### src/rtl/ifid_stage_reg_if.sv
// ifid_stage_reg_if
// Purpose : bundles the fetch-side and decode-side handshake/bus signals of
//           the IF/ID pipeline register into one interface.
// Signals :
//   in_valid / in_ready / in_instr / in_pc      fetch-side valid/ready channel
//   flush                                       discard held and incoming words
//   out_valid / out_ready / out_instr / out_pc  decode-side valid/ready channel
//   out_opcode                                  out_instr[IW-1:IW-6]
//   out_imm                                     out_instr[IMMW-1:0], to sign extender
// Modports:
//   slave  : the pipeline register itself
//   master : the surrounding environment (fetch, decode, branch unit)
interface ifid_stage_reg_if #(
  parameter int IW   = 32,
  parameter int PCW  = 32,
  parameter int IMMW = 16
);
  logic            in_valid;
  logic            in_ready;
  logic [IW-1:0]   in_instr;
  logic [PCW-1:0]  in_pc;
  logic            flush;
  logic            out_valid;
  logic            out_ready;
  logic [IW-1:0]   out_instr;
  logic [PCW-1:0]  out_pc;
  logic [5:0]      out_opcode;
  logic [IMMW-1:0] out_imm;

  modport slave (
    input  in_valid, in_instr, in_pc, flush, out_ready,
    output in_ready, out_valid, out_instr, out_pc, out_opcode, out_imm
  );

  modport master (
    output in_valid, in_instr, in_pc, flush, out_ready,
    input  in_ready, out_valid, out_instr, out_pc, out_opcode, out_imm
  );
endinterface

### src/rtl/ifid_stage_reg.sv
// ifid_stage_reg
// Purpose : IF/ID pipeline register with a two-entry skid buffer. The main
//           entry drives the decode side; the skid entry absorbs one extra
//           word when decode stalls so that in_ready can be a flop.
// Ports   :
//   clk    rising-edge clock
//   rst_n  synchronous active-low reset (state -> EMPTY, data -> 0)
//   bus    ifid_stage_reg_if.slave, fetch and decode handshakes plus flush
// Parameters: IW instruction width, PCW PC width, IMMW immediate width
//             (IMMW must not exceed IW-6).
module ifid_stage_reg #(
  parameter int IW   = 32,
  parameter int PCW  = 32,
  parameter int IMMW = 16
) (
  input  logic               clk,
  input  logic               rst_n,
  ifid_stage_reg_if.slave    bus
);

  // Encoding chosen so bit 0 is the main-entry valid and bit 1 the skid valid.
  typedef enum logic [1:0] {
    EMPTY = 2'b00,
    ONE   = 2'b01,
    TWO   = 2'b11
  } state_t;

  state_t         r_state;
  state_t         w_next_state;
  logic           r_in_ready;
  logic [IW-1:0]  r_main_instr;
  logic [PCW-1:0] r_main_pc;
  logic [IW-1:0]  r_skid_instr;
  logic [PCW-1:0] r_skid_pc;

  logic w_acc;
  logic w_rel;
  logic w_load_main;
  logic w_load_skid;
  logic w_move_skid;

  assign w_acc = bus.in_valid & r_in_ready;
  assign w_rel = r_state[0] & bus.out_ready;

  // Next-state and datapath steering. Flush overrides everything: held and
  // incoming words are dropped, a release on the same edge is simply lost
  // with the rest since decode has already taken it.
  always_comb begin
    w_next_state = r_state;
    w_load_main  = 1'b0;
    w_load_skid  = 1'b0;
    w_move_skid  = 1'b0;
    case (r_state)
      EMPTY: begin
        if (w_acc) begin
          w_next_state = ONE;
          w_load_main  = 1'b1;
        end
      end
      ONE: begin
        if (w_acc && w_rel) begin
          w_load_main = 1'b1;
        end else if (w_acc) begin
          w_next_state = TWO;
          w_load_skid  = 1'b1;
        end else if (w_rel) begin
          w_next_state = EMPTY;
        end
      end
      TWO: begin
        if (w_rel) begin
          w_next_state = ONE;
          w_move_skid  = 1'b1;
        end
      end
      default: begin
        w_next_state = EMPTY;
      end
    endcase
    if (bus.flush) begin
      w_next_state = EMPTY;
      w_load_main  = 1'b0;
      w_load_skid  = 1'b0;
      w_move_skid  = 1'b0;
    end
  end

  // in_ready is registered: it is computed from the next state so it is
  // already low in the cycle after entering TWO.
  always_ff @(posedge clk) begin
    if (!rst_n) begin
      r_state    <= EMPTY;
      r_in_ready <= 1'b1;
    end else begin
      r_state    <= w_next_state;
      r_in_ready <= (w_next_state != TWO);
    end
  end

  // Data entries are only written when a word moves; flush leaves them alone
  // so the outputs keep their last value while out_valid is low.
  always_ff @(posedge clk) begin
    if (!rst_n) begin
      r_main_instr <= '0;
      r_main_pc    <= '0;
      r_skid_instr <= '0;
      r_skid_pc    <= '0;
    end else begin
      if (w_load_main) begin
        r_main_instr <= bus.in_instr;
        r_main_pc    <= bus.in_pc;
      end else if (w_move_skid) begin
        r_main_instr <= r_skid_instr;
        r_main_pc    <= r_skid_pc;
      end
      if (w_load_skid) begin
        r_skid_instr <= bus.in_instr;
        r_skid_pc    <= bus.in_pc;
      end
    end
  end

  assign bus.in_ready   = r_in_ready;
  assign bus.out_valid  = r_state[0];
  assign bus.out_instr  = r_main_instr;
  assign bus.out_pc     = r_main_pc;
  assign bus.out_opcode = r_main_instr[IW-1:IW-6];
  assign bus.out_imm    = r_main_instr[IMMW-1:0];

endmodule
### src/flat_wrapper.sv
// flat-port wrapper written by rule: the top's interface ports become plain ports
module ifid_stage_reg_flat 
#(
  parameter int IW   = 32,
  parameter int PCW  = 32,
  parameter int IMMW = 16
)
  (clk, rst_n, bus_in_valid, bus_in_instr, bus_in_pc, bus_flush, bus_out_ready, bus_in_ready, bus_out_valid, bus_out_instr, bus_out_pc, bus_out_opcode, bus_out_imm);
  ifid_stage_reg_if #(.IW(IW), .PCW(PCW), .IMMW(IMMW)) bus_i ();
  input  logic clk;
  input  logic rst_n;
  input wire logic [$bits(bus_i.in_valid)-1:0] bus_in_valid;
  input wire logic [$bits(bus_i.in_instr)-1:0] bus_in_instr;
  input wire logic [$bits(bus_i.in_pc)-1:0] bus_in_pc;
  input wire logic [$bits(bus_i.flush)-1:0] bus_flush;
  input wire logic [$bits(bus_i.out_ready)-1:0] bus_out_ready;
  output wire logic [$bits(bus_i.in_ready)-1:0] bus_in_ready;
  output wire logic [$bits(bus_i.out_valid)-1:0] bus_out_valid;
  output wire logic [$bits(bus_i.out_instr)-1:0] bus_out_instr;
  output wire logic [$bits(bus_i.out_pc)-1:0] bus_out_pc;
  output wire logic [$bits(bus_i.out_opcode)-1:0] bus_out_opcode;
  output wire logic [$bits(bus_i.out_imm)-1:0] bus_out_imm;
  assign bus_i.in_valid = bus_in_valid;
  assign bus_i.in_instr = bus_in_instr;
  assign bus_i.in_pc = bus_in_pc;
  assign bus_i.flush = bus_flush;
  assign bus_i.out_ready = bus_out_ready;
  assign bus_in_ready = bus_i.in_ready;
  assign bus_out_valid = bus_i.out_valid;
  assign bus_out_instr = bus_i.out_instr;
  assign bus_out_pc = bus_i.out_pc;
  assign bus_out_opcode = bus_i.out_opcode;
  assign bus_out_imm = bus_i.out_imm;
  ifid_stage_reg #(.IW(IW), .PCW(PCW), .IMMW(IMMW)) u_core (.clk(clk), .rst_n(rst_n), .bus(bus_i));
endmodule
### config.mk
export PLATFORM = sky130hd
export DESIGN_NAME = ifid_stage_reg_flat
export DESIGN_NICKNAME = d
export VERILOG_FILES = /design/src/rtl/ifid_stage_reg_if.sv /design/src/rtl/ifid_stage_reg.sv /design/src/flat_wrapper.sv
export SDC_FILE = /design/constraint.sdc
export NUM_CORES = 1
export LEC_CHECK = 0
export ABC_AREA = 1
export CAP_MARGIN = 25
export CORE_MARGIN = 10
export CORE_UTILIZATION = 36
export CTS_CLUSTER_SIZE = 12
export DETAILED_ROUTE_END_ITERATION = 7
export PLACE_DENSITY_LB_ADDON = 0.25
export SYNTH_ARGS = -nofsm -noshare
export SYNTH_HDL_FRONTEND = slang
export SYNTH_SLANG_ARGS = --single-unit
### constraint.sdc
create_clock -name clk -period 1.4 [get_ports clk]
set_input_delay 0.21 -clock clk [delete_from_list [all_inputs] [get_ports clk]]
set_output_delay 0.21 -clock clk [all_outputs]
set_load 0.005 [all_outputs]
==> key figures, run 1 <==
Detailed routing
  – Met2 routed WL: 10190 um
  – Drt drc: 0
  – First drt pass iteration count: 5
  – Met3 Routed Length: 1543 um
  – WL/cell: 16.05 um
  – Vias/cell: 4.791
  – Metal1 wirelength: 9258 um
  – ANT nets after route: 0
  – Highest routed metal layer: met4
  – DR iter-0 viols: 383
  – Routed wire length: 21190 um
  – Via count: 6324

Pwr
  – Internal Pwr Total: 7.455 mW
  – Clock network power share: 0.452
  – Switching share of power: 0.2438
  – Sw Pwr: 2.403 mW
  – Peak supply drop: 0.9151 mV
  – Comb power frac: 0.148
  – Overall power: 9.858 mW
  – Lkg Pwr: 4.616 nW
  – Seq pwr share: 0.401
  – Pwr Density: 1079 nW/um2

Setup path
  – CP Class: reg -> reg
  – Worst path bufs/invs: 3
  – CP arrival: 1670 ps
  – Slowest cell delay on critical path: 330 ps
  – Most frequent CP cell: nand2_1
  – CP top delay family: simple AND/OR/NAND/NOR gates
  – CP Cell Sequence: nand2_2 > nor2_4 > buf_6 > nand2_4 > clkbuf_16 > nand2_1 > nand2_1 > inv_1 > nor2_1
  – Crit path max-delay cell type: dfxtp_2
  – Launching element type of the critical path: register
  – Worst Setup SP: u_core.bus.in_ready
  – RR Startpoint: u_core.bus.in_ready
  – Critical Path RT: 1720 ps
  – Crit path max fanout: 7
  – CP Capture Type: register

Timing
  – Final Hold Fails: 0
  – Final setup fails: 0
  – Pins Over Slew Limit: 0
  – Fmax achieved: 737.6 MHz
  – Worst-margin pin slew: 358.4 ps
  – Worst Clk Skew: 6.641 ps
  – RSZ-0062 raised after global routing: true
  – Post-route clock period utilization: 0.9684
  – Minimum clock period: 1356 ps
  – Worst slew margin: 0.7607

Die
  – Row cnt: 49
  – Io pins: 157
  – Die width: 154.8 um
  – Die area: 23960 um2
  – Die Height: 154.8 um
  – Initial Util: 0.3654
  – Core Region: 17900 um2

Global route
  – Grt total ovfl: 0
  – Vias in the first global route: 5952
  – Tot GR Track Use: 0.1555
  – Largest net degree at the start of global routing: 56
  – Initial antenna violation count: 0
  – Global-route wire length before repair: 30930 um

Place
  – DP HPWL: 12250 um
  – Placed cell area: 8234 um2
  – RePlAce Congestion: 0.7519
  – PortBufs: 156

Run
  – Max-cap violations: 0

Clocking
  – Worst-Skew Late Latency: 420 ps
  – CTS Hold Buffers Added: 0
  – Clock H-tree levels: 4
  – Reg clk slew, reported paths: 60 ps
  – Root Driver: clkbuf_16
  – CTS Sinks: 131
  – CTS tree: built
  – Clock Tree Buf Depth: 2
  – Inserted Clock Buffers: 17

Cells and area
  – Final Cell Area: 9133 um2
  – Area grow syn2layout: 39.61%
  – # fillers: 1788
  – Nets: 1148
  – Register Area: 2635 um2
  – Area of the multi-input gates: 2875 um2
  – Layout cell share with drive strength beyond 1: 0.08891
  – Ant diodes: 0

Worst hold path
  – Min-delay src: rst_n
  – Hold WC Path Type: in -> reg

Yosys
  – Mapped Avg Cell Area: 6.886 um2
  – Gate Count Post-Synth: 950
  – Warnings, synthesis: 0
  – Seq/Total Area, Yosys: 0.4009
  – Syn Nets: 1019
  – Synth cell types: 19
  – Mapped Area: 6541 um2
  – Seq cells post-synth: 131

Status
  – Run status: complete, no violations
routing by layer:
metal | vias to the layer above | track usage
met1 | 2889 | 0.1851
met3 | 17 | 0.06101
met2 | 170 | 0.2561
met4 | 0 | 0.03914
met5 | - | 0
li1 | 3248 | -
per-stage QoR:
stage	util	hold WS (ps)	worst slack, ps	TNS, ps	instances
after floorplan	-	289.3	193.7	0	950
after global placement	0.4600	437.6	-300.6	-35300	1269
after global routing	0.5101	149.5	-33.86	-797.9	1320
final	0.5101	153.8	44.24	0	1320
after detailed placement	0.4600	442.0	-324.1	-36700	1269
after CTS	0.4870	134.3	1.801	0	1300
Yosys cell counts (all sizes together):
| cell type | number | share of area |
|---|---|---|
| a21oi | 67 | 0.052 |
| buf | 81 | 0.086 |
| clkbuf | 16 | 0.0092 |
| dfxtp | 131 | 0.40 |
| inv | 132 | 0.076 |
| nand2 | 198 | 0.11 |
| nand3 | 132 | 0.10 |
| nand3b | 62 | 0.071 |
| nor2 | 65 | 0.039 |
| nor3 | 3 | 0.0023 |
| o21ai | 63 | 0.048 |
power groups by stage:
stage,clock [mW],combinational (mW),sequential [mW]
floorplan,0,0.696,4.03
global placement,0,1.37,4.03
detailed placement,0,1.38,4.03
CTS,4.53,1.28,3.95
global route,4.70,1.61,3.97
finish,4.45,1.46,3.95
state kept, by name, summed over array words and instances, names as in the netlist:
| signal | cells |
|---|---|
| u_core.bus.out_instr | 32 |
| u_core.bus.out_pc | 32 |
| u_core.r_skid_instr | 32 |
| u_core.r_skid_pc | 32 |
| u_core.r_state | 2 |
| u_core.bus.in_ready | 1 |
final timing paths:
kind / cells past startpoint / endpoint / slack, ps
hold reg to reg: 2 / u_core.r_skid_instr[31] / 450
setup reg to reg: 9 / u_core.bus.out_instr[20] / 40
setup / recovery: 9 / u_core.bus.out_instr[20] / 40
hold / removal: 3 / u_core.bus.out_instr[20] / 150
kinds of logic after synthesis:
logic type             after synthesis  share of synthesized area
flip-flops                         131                     0.4009
buffers and inverters              229                     0.1714
AO/OA/AOI/OAI                      130                     0.1000
AND/OR/NAND/NOR                    460                     0.3277
area by class of cell:
type                            instances  area share
Multi-Input combinational cell        592      0.3148
Sequential cell                       131      0.2885
Timing Repair Buffer                  205      0.2469
Clock buffer                           27     0.05617
Inverter                              132     0.05453
Tap cell                              229     0.03137
Clock inverter                          4    0.007672
worst register-to-register path, cell delays in order, from the launching register on:
cell	delay, ps
dfxtp_2	330
nand2_2	70
nor2_4	150
buf_6	180
nand2_4	130
clkbuf_16	200
nand2_1	60
nand2_1	50
inv_1	50
nor2_1	40
cells in the final DEF (no fill, tap or decap), drive strengths merged:
master         Yosys  final
a21oi             67     67
buf               81     41
bufinv             0      2
clkbuf            16     36
clkdlybuf4s50      0     66
clkinv             0      2
dfxtp            131    131
dlygate4sd2        0     88
dlymetal6s2s       0      1
inv              132    132
nand2            198    200
nand3            132    132
nand3b            62     62
nor2              65     65
nor3               3      3
o21ai             63     63
timing repair:
item                                   4_1_cts  5_1_grt
setup buffers                                0        4
gates resized for setup                     96       20
pin swaps                                    0        4
endpoints found under the hold margin        0        0
setup endpoints to repair                  114      116
gates cloned                                 0       16
(Power assumes the default switching activity.)
==> run 2: changes to the inputs <==
Settings changed: CORE_MARGIN 10 to 5.
==> run 2 against run 1 <==
  * Fmax shrank 0.39%
  * Die area shrank 13%
  * Power shrank 5.6%
  * Hold slack lost 31 ps
  * Critical endpoint is now u_core.r_skid_pc[5]
  * Non-clock buffer count shrank 11
  * Via count shrank 2.0%
  * Combinational power shrank 10%
  * Highest routed layer unchanged
  * Cell count shrank 0.98%
  * Critical path depth shrank 2
  * Count of clock-buffer cells in the layout shrank 1
  * Core utilization shrank 1.9 points
  * Wire length shrank 15%
==> key figures, run 2 (synthesis results as in run 1) <==
Setup path
  – CP arrival: 1650 ps (was 1670 ps)
  – Critical Path RT: 1690 ps (was 1720 ps)
  – Crit path max fanout: 66 (was 7)
  – Launching element type of the critical path: register (unchanged)
  – CP Capture Type: register (unchanged)
  – CP Class: reg -> reg (unchanged)

Detailed routing
  – Vias/cell: 4.741 (was 4.791)
  – WL/cell: 13.83 um (was 16.05 um)
  – ANT nets after route: 0 (unchanged)
  – Via count: 6197 (was 6324)
  – Drt drc: 0 (unchanged)
  – Routed wire length: 18080 um (was 21190 um)
  – DR iter-0 viols: 310 (was 383)
  – First drt pass iteration count: 8 (was 5)

Cells and area
  – Area grow syn2layout: 34.53% (was 39.61%)
  – Final Cell Area: 8800 um2 (was 9133 um2)
  – Ant diodes: 0 (unchanged)
  – Nets: 1135 (was 1148)
  – # fillers: 1823 (was 1788)
  – Most frequent cells in the layout: nand2_1, nand3_1, inv_1 (unchanged)
  – Post-Layout Cell Count: 1307 (was 1320)
  – Area of the multi-input gates: 2841 um2 (was 2875 um2)
  – Register Area: 2638 um2 (was 2635 um2)
  – Layout cell share with drive strength beyond 1: 0.08163 (was 0.08891)
  – Commonest non-fill, non-tap cell in the layout: nand2_1 (unchanged)

Pwr
  – Pwr Density: 1058 nW/um2 (was 1079 nW/um2)
  – Lkg Pwr: 4.462 nW (was 4.616 nW)
  – Peak supply drop: 0.8643 mV (was 0.9151 mV)

Die
  – Die width: 144.8 um (was 154.8 um)
  – Initial Util: 0.3654 (unchanged)
  – Io pins: 157 (unchanged)
  – Row cnt: 49 (unchanged)
  – Die Height: 144.8 um (was 154.8 um)
  – Die area: 20970 um2 (was 23960 um2)
  – Core Region: 17900 um2 (unchanged)

Clocking
  – Clock H-tree levels: 4 (unchanged)
  – Inserted Clock Buffers: 17 (unchanged)
  – CTS tree: built (unchanged)
  – Reg clk slew, reported paths: 50 ps (was 60 ps)
  – Worst-Skew Late Latency: 410 ps (was 420 ps)
  – CTS Sinks: 131 (unchanged)
  – CTS Hold Buffers Added: 0 (unchanged)
  – Root Driver: clkbuf_16 (unchanged)
  – Clock Tree Buf Depth: 2 (unchanged)

Global route
  – Global-route wire length before repair: 29080 um (was 30930 um)
  – GRT met3 Usage: 0.05225 (was 0.06101)
  – Grt total ovfl: 0 (unchanged)
  – Tot GR Track Use: 0.1728 (was 0.1555)
  – Gr busiest metal: met2 (unchanged)
  – GR Util met1: 0.2268 (was 0.1851)
  – Initial antenna violation count: 0 (unchanged)
  – GR Util met2: 0.2750 (was 0.2561)
  – Vias in the first global route: 5622 (was 5952)
  – Largest net degree at the start of global routing: 67 (was 56)

Timing
  – Fmax achieved: 734.7 MHz (was 737.6 MHz)
  – Worst Clk Skew: 7.570 ps (was 6.641 ps)
  – Pins Over Slew Limit: 0 (unchanged)
  – Final Hold Fails: 0 (unchanged)
  – Final setup fails: 0 (unchanged)
  – Minimum clock period: 1361 ps (was 1356 ps)
  – Worst-margin pin slew: 348.3 ps (was 358.4 ps)
  – Setup TNS: 0 ps (unchanged)
  – Post-route clock period utilization: 0.9722 (was 0.9684)
  – Worst slew margin: 0.7674 (was 0.7607)
  – RSZ-0062 raised after global routing: true (unchanged)
  – WHS: 123.0 ps (was 153.8 ps)

Place
  – PortBufs: 156 (unchanged)
  – Inst Count DP: 1273 (was 1269)
  – DP HPWL: 11660 um (was 12250 um)
  – Placed cell area: 8289 um2 (was 8234 um2)
  – RePlAce Congestion: 0.7239 (was 0.7519)

Status
  – Run status: complete, no violations (unchanged)

Worst hold path
  – Hold WC Path Type: in -> reg (unchanged)

Run
  – Max-cap violations: 0 (unchanged)
## run 2: repair_timing
item	in CTS	in global routing
cloned	0	0
pin swaps	0	3
resized for setup	99	26
buffers inserted	1	2
endpoints found under the setup margin	96	95
## run 2: routing by layer
layer	routed length (um)	vias to the layer above
li1	-	3206
met1	8161	2805
met2	8304	164
met3	1366	22
met4	242	0
met5	0	-
## run 2: power by group
group          switching [mW]  internal [mW]
Combinational           0.653          0.660
Clock                    1.57           2.47
Sequential             0.0671           3.88
Total                    2.29           7.02
## run 2: layout make-up
type                       instances  area share
inverter                         132     0.05659
clock inverter                     5    0.002844
multi-input combinational        590      0.3229
clock buffer                      26     0.05787
timing repair buffer             194      0.2275
tap                              229     0.03256
sequential                       131      0.2997
## run 2: per-stage QoR
stage	worst slack (ps)	total power, mW	utilization
2_1_floorplan	193.7	4.727	-
3_3_place_gp	-342.9	5.428	0.4630
3_5_place_dp	-357.3	5.432	0.4630
4_1_cts	13.57	9.417	0.4879
5_1_grt	-27.67	9.760	0.4915
6_report	38.97	9.307	0.4915
## run 2: worst paths after layout
check	startpoint	end	slack, ps	depth (start not counted)
worst max-delay path	u_core.bus.in_ready	u_core.r_skid_pc[5]	40	7
worst min-delay path	rst_n	u_core.bus.out_instr[0]	120	3
worst max register to register	u_core.bus.in_ready	u_core.r_skid_pc[5]	40	7
worst min register to register	u_core.r_skid_instr[26]	u_core.r_skid_instr[26]	450	2
## run 2: critical path, cell delays in order (launching register included)
cell and delay, ps:
dfxtp_1 330, nand2_2 80, nor2_4 130, buf_12 140, nand2_4 80, buf_12 200, o21ai_0 190, a21oi_1 50
